$ cat src/rtl/clk_div_pkg.sv
// Shared constants and helpers for the multi-channel clock divider.
// Ratio 1 is not a legal divide and is promoted to 2 wherever a ratio enters a channel.
package clk_div_pkg;

  localparam int unsigned CH_IDX_W = 4;
  localparam int unsigned CH_SLOTS = 1 << CH_IDX_W;

  function automatic logic [31:0] clamp_div(input logic [31:0] d);
    return (d == 32'd1) ? 32'd2 : d;
  endfunction

endpackage

$ cat src/rtl/clk_div_chan.sv
// One divider channel: counter, active ratio, single pending-ratio slot and registered
// clk/tick outputs. Ratio changes land only on a period boundary, so no runt pulses.
module clk_div_chan
  import clk_div_pkg::*;
#(
  parameter int unsigned DIV_W   = 16,
  parameter int unsigned DEF_DIV = 2
) (
  input  logic             clk_i,
  input  logic             rst_ni,
  input  logic             sync_i,
  input  logic             wr_i,
  input  logic [DIV_W-1:0] wr_div_i,
  output logic             pend_o,
  output logic             clk_o,
  output logic             tick_o
);

  localparam logic [DIV_W-1:0] RST_DIV = DIV_W'(clamp_div(32'(DEF_DIV)));

  logic [DIV_W-1:0] cnt_q, cnt_d;
  logic [DIV_W-1:0] div_q, div_d;
  logic [DIV_W-1:0] pend_div_q, pend_div_d;
  logic             pend_q, pend_d;
  logic             clk_q, clk_d;
  logic             tick_q, tick_d;
  logic [DIV_W-1:0] div_nx;
  logic [DIV_W-1:0] hi_m1;
  logic             wrap;

  always_comb begin
    div_nx     = pend_q ? pend_div_q : div_q;
    hi_m1      = (div_q >> 1) - DIV_W'(1);
    wrap       = (div_q != '0) && (cnt_q == div_q - DIV_W'(1));
    cnt_d      = cnt_q;
    div_d      = div_q;
    pend_d     = pend_q;
    pend_div_d = pend_div_q;
    clk_d      = clk_q;
    tick_d     = 1'b0;

    // A write is only accepted while the slot is empty, so it never collides with a take.
    if (wr_i) begin
      pend_d     = 1'b1;
      pend_div_d = DIV_W'(clamp_div(32'(wr_div_i)));
    end

    // Sync and the stopped state share handling: park at cnt=0/low and adopt any pending ratio.
    if (sync_i || (div_q == '0)) begin
      cnt_d = '0;
      clk_d = 1'b0;
      if (pend_q) begin
        div_d  = pend_div_q;
        pend_d = 1'b0;
      end
    end else if (wrap) begin
      cnt_d  = '0;
      div_d  = div_nx;
      clk_d  = (div_nx != '0);
      tick_d = (div_nx != '0);
      if (pend_q) begin
        pend_d = 1'b0;
      end
    end else begin
      cnt_d = cnt_q + DIV_W'(1);
      if (cnt_q == hi_m1) begin
        clk_d = 1'b0;
      end
    end
  end

  always_ff @(posedge clk_i) begin
    if (!rst_ni) begin
      cnt_q      <= '0;
      div_q      <= RST_DIV;
      pend_q     <= 1'b0;
      pend_div_q <= '0;
      clk_q      <= 1'b0;
      tick_q     <= 1'b0;
    end else begin
      cnt_q      <= cnt_d;
      div_q      <= div_d;
      pend_q     <= pend_d;
      pend_div_q <= pend_div_d;
      clk_q      <= clk_d;
      tick_q     <= tick_d;
    end
  end

  assign pend_o = pend_q;
  assign clk_o  = clk_q;
  assign tick_o = tick_q;

endmodule

$ cat src/rtl/clk_div_multi.sv
// NCH-channel programmable clock divider with a valid/ready ratio config port.
// Define CLK_DIV_SYNC_EN to add sync_in, which realigns all channel phases.
module clk_div_multi
  import clk_div_pkg::*;
#(
  parameter int unsigned NCH     = 4,
  parameter int unsigned DIV_W   = 16,
  parameter int unsigned DEF_DIV = 2
) (
  input  logic                clk_in,
  input  logic                rst_n,
  input  logic                cfg_valid,
  output logic                cfg_ready,
  input  logic [CH_IDX_W-1:0] cfg_ch,
  input  logic [DIV_W-1:0]    cfg_div,
  output logic [NCH-1:0]      clk_out,
  output logic [NCH-1:0]      tick
`ifdef CLK_DIV_SYNC_EN
  ,
  input  logic                sync_in
`endif
);

  logic [NCH-1:0]      pend;
  logic [NCH-1:0]      wr;
  logic [CH_SLOTS-1:0] pend_pad;
  logic                sync;

`ifdef CLK_DIV_SYNC_EN
  assign sync = sync_in;
`else
  assign sync = 1'b0;
`endif

  // Unimplemented channel slots read as empty, so writes to them are accepted and dropped.
  always_comb begin
    pend_pad          = '0;
    pend_pad[NCH-1:0] = pend;
  end

  assign cfg_ready = ~pend_pad[cfg_ch];

  for (genvar i = 0; i < NCH; i++) begin : g_ch
    assign wr[i] = cfg_valid & cfg_ready & (cfg_ch == CH_IDX_W'(i));

    clk_div_chan #(
      .DIV_W  (DIV_W),
      .DEF_DIV(DEF_DIV)
    ) u_chan (
      .clk_i   (clk_in),
      .rst_ni  (rst_n),
      .sync_i  (sync),
      .wr_i    (wr[i]),
      .wr_div_i(cfg_div),
      .pend_o  (pend[i]),
      .clk_o   (clk_out[i]),
      .tick_o  (tick[i])
    );
  end

endmodule

$ cat config.mk
export PLATFORM = sky130hd
export DESIGN_NAME = clk_div_multi
export DESIGN_NICKNAME = d
export VERILOG_FILES = /design/src/rtl/clk_div_pkg.sv /design/src/rtl/clk_div_chan.sv /design/src/rtl/clk_div_multi.sv
export SDC_FILE = /design/constraint.sdc
export NUM_CORES = 1
export LEC_CHECK = 0
export CORE_MARGIN = 2
export CORE_UTILIZATION = 35
export DETAILED_ROUTE_END_ITERATION = 10
export GPL_ROUTABILITY_DRIVEN = 0
export PLACE_DENSITY = 0.6
export RECOVER_POWER = 25
export REMOVE_ABC_BUFFERS = 1
export SLEW_MARGIN = 20
export SYNTH_ARGS = -nofsm -noshare
export SYNTH_HDL_FRONTEND = slang
export SYNTH_SLANG_ARGS = --single-unit
export TNS_END_PERCENT = 5
$ cat constraint.sdc
create_clock -name clk_in -period 3.9 [get_ports clk_in]
set_input_delay 0.39 -clock clk_in [delete_from_list [all_inputs] [get_ports clk_in]]
set_output_delay 0.39 -clock clk_in [all_outputs]
set_load 0.05 [all_outputs]
-- Word level (Yosys, flattened, before mapping)
Index checks and enable logic that the tools add are counted.
- word-level logic and storage cells: 136
- input bits: 23
- bits in registers: 204
- bitwise logic cells: 11
- eq/ne operators: 12
- reduce and logical (&&, ||, !) cells: 37
- $lt $le $gt $ge: 1
- $add $sub $neg: 12
- multiplexer cells: 39
- operator list (kind ; number):
    2-to-1 mux 16 bit ; 13
    equality test 16 bit ; 8
    nonzero test 16 bit ; 8
    adder 16 x 1 -> 16 bit, second input constant ; 4
    logical NOT 16 bit ; 4
    subtractor 15 x 1 -> 16 bit, second input constant ; 4
    subtractor 16 x 1 -> 16 bit, second input constant ; 4
    2-to-1 mux 1 bit ; 25
    OR reduction 3 bit ; 8
    equality test 16 x 1 -> 1 bit, second input constant ; 1
    nonzero test 2 bit ; 8
    equality test 4 x 2 -> 1 bit, second input constant ; 2
    OR reduction 2 bit ; 4
    NOT 1 bit ; 6
    AND 1 bit ; 5
    < comparator 4 x 5 -> 1 bit, second input constant ; 1
    binary-select mux 1 bit (select 4 bit) ; 1
    equality test 4 x 1 -> 1 bit, second input constant ; 1
    logical AND 1 bit ; 4
    logical NOT 4 bit ; 1

-- Longest topological paths before layout
Gate-level depths: netlist of the first run.
- depth after elaboration: 9
- mapped depth: 13
- gate-level depth less buffers: 9

-- By module
From an unflattened synthesis of the first run, not the netlist that was laid out.
- cell total of the unflattened synthesis: 1524
- area, all modules: 12988.7 um^2
- modules (own cells, without submodules) (module ; times used ; cells each ; area an instance (um^2)):
    clk_div_chan (g_ch[0].u_chan ...) ; 2 ; 378 ; 3283.1
    clk_div_chan (g_ch[1].u_chan ...) ; 2 ; 379 ; 3166.8
    clk_div_multi ; 1 ; 10 ; 88.8

-- Worst setup path before layout of the first run
No wires, ideal clock.
- path kind: flip-flop to flip-flop
- start point: reg g_ch[3].u_chan.div_q[0]
- end point: reg g_ch[3].u_chan.div_q[10]
- slack: 0.867 ns
- stages on the path, launching flop included: 11
- data required time: 3.830 ns
- buffers on the path: 1
- arrival: 2.963 ns
- cell sequence: dfxtp_1 inv_1 ha_1 or3b_2 or4_1 a32o_1 mux2_2 o41ai_2 buf_2 nand3_1 a21oi_1
- word-level cells in the longest chain between the ends: 4
- elaborated cells between the ends (all ways): 7
- those cells by class: add/sub: 1; eq/ne: 1; mux: 1; reduce/logical: 4
- RTL lines (item ; RTL line ; RTL):
    start, declared ; clk_div_chan.sv:22 ; logic [DIV_W-1:0] div_q, div_d;
    start signal, assigned ; clk_div_chan.sv:82 ; div_q <= div_d;
    subtractor 16 x 1 -> 16 bit ; clk_div_chan.sv:34 ; wrap = (div_q != '0) && (cnt_q == div_q - DIV_W'(1));
    equality test 16 bit ; clk_div_chan.sv:34 ;
    logical AND 1 bit ; clk_div_chan.sv:34 ;
    nonzero test 2 bit (no line) ; n/a ;
Several ways; a longest one is shown, not always the timed one.
A chain may end at the register's enable or synchronous reset.

-- Final worst setup path of the first run
- start point: reg g_ch[1].u_chan.div_q[8]
- end point: reg g_ch[1].u_chan.clk_q
- word-level cells in the longest chain between the ends: 4
- elaborated cells between the ends (all ways): 12
- those cells by class: add/sub: 2; eq/ne: 2; mux: 2; reduce/logical: 6
- RTL lines (item ; RTL line ; RTL):
    start, declared ; clk_div_chan.sv:22 ;
    start signal, assigned ; clk_div_chan.sv:82 ;
    subtractor 16 x 1 -> 16 bit ; clk_div_chan.sv:34 ;
    equality test 16 bit ; clk_div_chan.sv:34 ;
    logical AND 1 bit ; clk_div_chan.sv:34 ;
    2-to-1 mux 1 bit / nonzero test 2 bit (equally long branches) ; n/a ;
    end signal, assigned ; clk_div_chan.sv:85 ; clk_q <= clk_d;
    end, declared ; clk_div_chan.sv:25 ; logic clk_q, clk_d;
Several ways; a longest one is shown, not always the timed one.

==> results by group, run 1 <==
Finish
  – Commonest non-fill, non-tap cell in the layout: dfxtp_1
  – Share of post-route cells with drive strength above 1: 0.07480
  – Area growth syn-to-layout: 12.16%
  – Post-layout net count: 1509
  – Most frequent cells in the layout: 204 x dfxtp_1, 168 x nor2_1, 144 x xnor2_1, 119 x nand2_1, 100 x nand3_1
  – Fill cells: 3504
  – Core Util, Final: 0.3965
  – Diode count: 0

Global routing
  – First-pass GRT wire length: 53830 µm
  – Initial antenna violation count: 0
  – Gr busiest metal: met2
  – Met1 Use GR: 0.2448
  – GR Util All Layers: 0.1774
  – Met3 Use GR: 0.02109
  – Total gr overflow: 0
  – Largest net degree at the start of global routing: 54
  – Met2 GRT Util: 0.2923
  – Vias in the first global route: 10117

Clock network
  – TritonCTS Sinks: 204
  – Skew-Pair Late Insertion Delay: 0.53 ns
  – Clock transition at path regs: 0.06 ns
  – Setup bufs post-CTS: 0
  – Post_cts resized: 0
  – Max H-tree Level: 1
  – CTS Buffer Depth: 3
  – Post-CTS Hold Fix Bufs: 0
  – CTS root buffer: clkbuf_16
  – CTS tree: yes
  – CTS buffer count: 24

Die
  – Die Y: 192.9 µm
  – DIE AREA: 0.03719 mm²
  – Core footprint: 0.03531 mm²
  – Die width: 192.9 µm
  – Initial core utilization: 0.3535
  – Row count: 69
  – Ports: 32

Synthesis
  – Synth cell types: 74
  – Largest family of logic cells by synthesized area: simple AND/OR/NAND/NOR gates
  – Post-synth EDFFs: 0
  – Simple-Gate Fraction of Synth Area: 0.2545
  – Synthesized area per cell: 8.262 µm²
  – Synth Cell Area: 0.01248 mm²
  – Yosys reg bits: 204
  – Dominant synthesized flop cell: dfxtp_1
  – Ys async rst share: 0
  – Seq/Total Area, Yosys: 0.3272
  – Syn Inst Count: 1511
  – Area fraction in compound gates after synthesis: 0.1139
  – Post-synthesis adder-cell area fraction: 0.02005
  – Synth warn: 0
  – Synth Area in XOR/XNOR: 0.1621
  – Multiplexer share of the synthesized area: 0.07136

Setup path
  – Req. time, crit path: 4.29 ns
  – Critical path arrival: 3.66 ns
  – Startpoint Class: flop
  – Crit-path max FO: 17
  – FF-to-FF Start: g_ch[1].u_chan.div_q[8]
  – Setup crit end kind: flop
  – Crit Path Class: flop to flop
  – FF-to-FF path depth: 7
  – Crit path launch: g_ch[1].u_chan.div_q[8]

Detailed routing
  – Pre-antenna DRT Iters: 5
  – Routed WL: 32780 µm
  – ANT nets after route: 0
  – DR vias/cell: 5.489
  – DRC: 0
  – Post-DR wirelength/cell: 16.86 µm
  – Via Count: 10676
  – Initial DRC Count: 771

Outcome
  – Status: completed

STA
  – Post-Route Setup TNS: 0 ns
  – Final Hold Vio Count: 0
  – Tmin final: 3.272 ns
  – Final period util: 0.8389
  – RSZ-0062 raised after global routing: false
  – Worst Clk Skew: 0.009626 ns
  – Max Slew Vio Count: 0
  – Setup violations, final: 0
  – Normalized max-slew margin: 0.1757
  – Worst Setup Slack, final: 0.6282 ns
  – Fmax: 305.6 MHz
  – Worst-Margin Slew: 1.237 ns

Worst hold path
  – WHS Path Cells: 2
  – Type of the tightest min-delay check: input pin to flop
  – Worst hold start: rst_n

Pwr
  – Pleak: 5.073 nW
  – Pwr/cell area: 393.0 mW/mm²
  – Peak supply drop: 0.3339 mV
  – Overall Power: 5.502 mW

Placed design
  – Port buffer count: 31
  – Placement Setup Slack: 0.6378 ns
  – DP Wirelength: 23480 µm

Job
  – Max_cap viols: 0
==> power by group <==
part	internal, mW	total (mW)	leakage [nW]	switching, mW
clock	1.81	2.73	0.479	0.920
sequential	2.13	2.20	1.65	0.0672
combinational	0.212	0.576	2.95	0.364
==> cell usage after synthesis, drive strengths merged (13+ instances only) <==
cell / number / area, µm²
o21ai: 23 / 115.1
nor4: 45 / 294.0
nor2: 168 / 630.6
mux2: 15 / 187.7
a32o: 13 / 130.1
or4: 17 / 131.4
nand3: 101 / 518.0
dfxtp: 204 / 4084
inv: 26 / 97.59
buf: 24 / 145.1
xor2: 87 / 762.0
o211ai: 17 / 152.7
xnor2: 144 / 1261
and3: 32 / 200.2
ha: 20 / 250.2
nor3: 30 / 155.1
a21oi: 44 / 220.2
clkbuf: 104 / 390.4
nor4b: 17 / 148.9
nand2: 119 / 446.7
mux2i: 68 / 680.7
nand4: 44 / 275.3
==> metal layers <==
metal	wire length (µm)	vias to the layer above
met2	15350	276
met4	572	0
met1	15070	5076
li1	-	5269
met5	0	-
met3	1794	55
==> final timing paths <==
path | endpoint | slack [ns]
setup / recovery | g_ch[1].u_chan.clk_o | 0.63
hold / removal | g_ch[3].u_chan.div_q[1] | 0.31
setup reg to reg | g_ch[1].u_chan.clk_o | 0.63
hold reg to reg | g_ch[2].u_chan.clk_o | 0.47
==> per-stage QoR <==
step,instances,instance area [µm²],hold WS (ns)
2_1_floorplan,1383,11950,0.4492
3_3_place_gp,1901,13050,0.4578
3_5_place_dp,1901,13050,0.4666
4_1_cts,1945,14020,0.3000
5_1_grt,1945,14000,0.3478
6_report,1945,14000,0.3095
==> logic make-up after synthesis <==
| group | count (synthesis) |
|---|---|
| mux | 84 |
| flops | 204 |
| simple gates | 624 |
| compound gates | 193 |
| xor+xnor | 231 |
| buf+inv | 155 |
| fa+ha+maj | 20 |
==> cell type report <==
| type | instances | area, µm² | area share |
|---|---|---|---|
| well taps | 461 | 576.8 | 0.04120 |
| repair buffers | 57 | 495.5 | 0.03539 |
| flip-flops and latches | 204 | 4084 | 0.2917 |
| multi-input cells | 1152 | 7769 | 0.5549 |
| inverters | 27 | 101.3 | 0.007239 |
| clock inverters | 11 | 259.0 | 0.01850 |
| clock buffers | 33 | 715.7 | 0.05112 |
==> sequential cells by signal, indices dropped and copies added (netlist names) <==
name                    flops
g_ch.u_chan.div_q          64
g_ch.u_chan.cnt_q          64
g_ch.u_chan.clk_o           4
g_ch.u_chan.pend_o          4
g_ch.u_chan.tick_o          4
g_ch.u_chan.pend_div_q     64
==> critical path, cell delays in order (launching register included) <==
cell       delay [ns]
dfxtp_1          0.41
or4_1            0.67
or4_1            0.51
a211o_1          0.34
a2111oi_4        0.41
nand3_4          0.11
nand3_1          0.52
o21bai_1         0.15
Note: power is estimated with default switching activity, not from simulation.
==> run 2, diff against run 1 <==
PLACE_DENSITY = 0.62   (was 0.6)
clock period = 2.9 ns   (was 3.9 ns; I/O delays follow)
==> run 2 against run 1 <==
Against the previous run: clock skew is 0.027 ns higher; non-clock buffer count is 98 higher; worst hold slack worse by 0.14 ns; register-to-register slack worse by 0.59 ns; first-iteration DRC count is 5.2% higher; largest cell class unchanged; highest routed layer unchanged.
==> results by group, run 2 (same netlist as run 1, synthesis figures left out) <==
Setup path
  – R2R setup slack: 0.03 ns
  – Critical path arrival: 3.32 ns
  – Worst path max stage delay: 0.54 ns
  – Worst path bufs/invs: 3
  – Most used cell, CP: or4_4
  – Crit-path max FO: 7
  – Crit Path Class: flop to flop
  – Setup crit end kind: flop
  – Req. time, crit path: 3.35 ns
  – Family with the most delay on the worst path: simple AND/OR/NAND/NOR gates
  – Critical path's slowest cell: or4_4
  – Startpoint Class: flop
  – Critical path, cell by cell: inv_4 -> ha_2 -> buf_4 -> xnor2_2 -> o211ai_1 -> or4_4 -> or4_4 -> o41ai_4 -> buf_6 -> nand3_1 -> a21oi_1

Global routing
  – First-pass GRT wire length: 54330 µm
  – Total gr overflow: 0
  – Initial antenna violation count: 0
  – Largest net degree at the start of global routing: 52
  – Vias in the first global route: 10472
  – GR Util All Layers: 0.1790

Detailed routing
  – Pre-antenna DRT Iters: 5
  – DRC: 0
  – Routed WL: 33600 µm
  – Post-DR wirelength/cell: 16.45 µm
  – Initial DRC Count: 811
  – ANT nets after route: 0
  – DR vias/cell: 5.414
  – Via Count: 11056

Die
  – DIE AREA: 0.03719 mm²
  – Row count: 69
  – Initial core utilization: 0.3535
  – Die width: 192.9 µm
  – Ports: 32
  – Die Y: 192.9 µm
  – Core footprint: 0.03531 mm²

STA
  – Setup violations, final: 0
  – Worst Clk Skew: 0.03702 ns
  – WHS: 0.1690 ns
  – Worst-Margin Slew: 1.251 ns
  – Normalized max-slew margin: 0.1658
  – Fmax: 348.9 MHz
  – Final period util: 0.9883
  – Tmin final: 2.866 ns
  – Max Slew Vio Count: 0
  – Post-Route Setup TNS: 0 ns
  – RSZ-0062 raised after global routing: true
  – Worst Setup Slack, final: 0.03392 ns
  – Final Hold Vio Count: 0

Clock network
  – Max H-tree Level: 1
  – TritonCTS Sinks: 204
  – CTS Buffer Depth: 3
  – Skew-Pair Late Insertion Delay: 0.56 ns
  – CTS root buffer: clkbuf_16
  – CTS buffer count: 24
  – Clock transition at path regs: 0.06 ns
  – CTS tree: yes

Finish
  – Diode count: 0
  – Share of post-route cells with drive strength above 1: 0.1550
  – Fill cells: 3477
  – Most frequent cells in the layout: 200 x dfxtp_1, 167 x nor2_1, 142 x xnor2_1, 119 x nand2_1, 113 x buf_4
  – Post-layout net count: 1607
  – Core Util, Final: 0.4208
  – Commonest non-fill, non-tap cell in the layout: dfxtp_1
  – Final non-filler cell area: 0.01486 mm²
  – Area growth syn-to-layout: 19.03%
  – Top flop regs: g_ch.u_chan.cnt_q (64), g_ch.u_chan.div_q (64), g_ch.u_chan.pend_div_q (64)
  – Final std cells w/o fill: 2042

Job
  – Max_cap viols: 0

Pwr
  – Overall Power: 6.861 mW
  – Peak supply drop: 0.4736 mV
  – Pwr/cell area: 461.7 mW/mm²
  – Pleak: 5.532 nW

Placed design
  – Placed cell count: 1992
  – DP Wirelength: 24760 µm
  – Placement Setup Slack: -0.04474 ns
  – Port buffer count: 31
  – Placed cell areas: 0.01381 mm²

Outcome
  – Status: completed

Worst hold path
  – Type of the tightest min-delay check: input pin to flop
[run 2: worst register-to-register path, cell delays in order (launching register included)]
cell and delay, ns:
dfxtp_2 0.35, inv_4 0.05, ha_2 0.18, buf_4 0.15
xnor2_2 0.11, o211ai_1 0.09, or4_4 0.54, or4_4 0.46
o41ai_4 0.43, buf_6 0.20, nand3_1 0.10, a21oi_1 0.13
[run 2: path summary, 6_finish.rpt]
check	end	start	cells after the start
worst min-delay path	g_ch[3].u_chan.div_q[1]	rst_n	2
worst min register to register	g_ch[0].u_chan.pend_div_q[2]	g_ch[0].u_chan.pend_div_q[2]	2
worst max-delay path	g_ch[3].u_chan.div_q[0]	g_ch[3].u_chan.div_q[1]	11
worst max register to register	g_ch[3].u_chan.div_q[0]	g_ch[3].u_chan.div_q[1]	11
[run 2: cell type report]
class | instances | area [µm²] | share of cell area
Clock buffer | 35 | 691.9 | 0.04656
Clock inverter | 8 | 92.59 | 0.006231
Inverter | 27 | 103.9 | 0.006989
Multi-Input combinational cell | 1152 | 7974 | 0.5366
Sequential cell | 204 | 4089 | 0.2752
Tap cell | 461 | 576.8 | 0.03882
Timing Repair Buffer | 155 | 1331 | 0.08959
[run 2: metal layers]
metal,vias up,track usage,share of wire
met2,271,0.2939,0.46
met4,0,0.05021,0.029
li1,5446,-,-
met1,5281,0.2474,0.47
met3,58,0.01946,0.040
met5,-,0,0
[run 2: repair_timing]
action,CTS,global route
endpoints found under the setup margin,18,83
buffers inserted,0,6
gates resized for setup,3,55
hold buffers,0,0
pin swaps,0,25
gates cloned,0,1
[run 2: report_power, final]
group	internal, mW	switching (mW)	leakage, nW
combinational	0.402	0.534	3.50
clock	1.75	1.23	0.384
sequential	2.87	0.0795	1.65
total	5.02	1.84	5.53
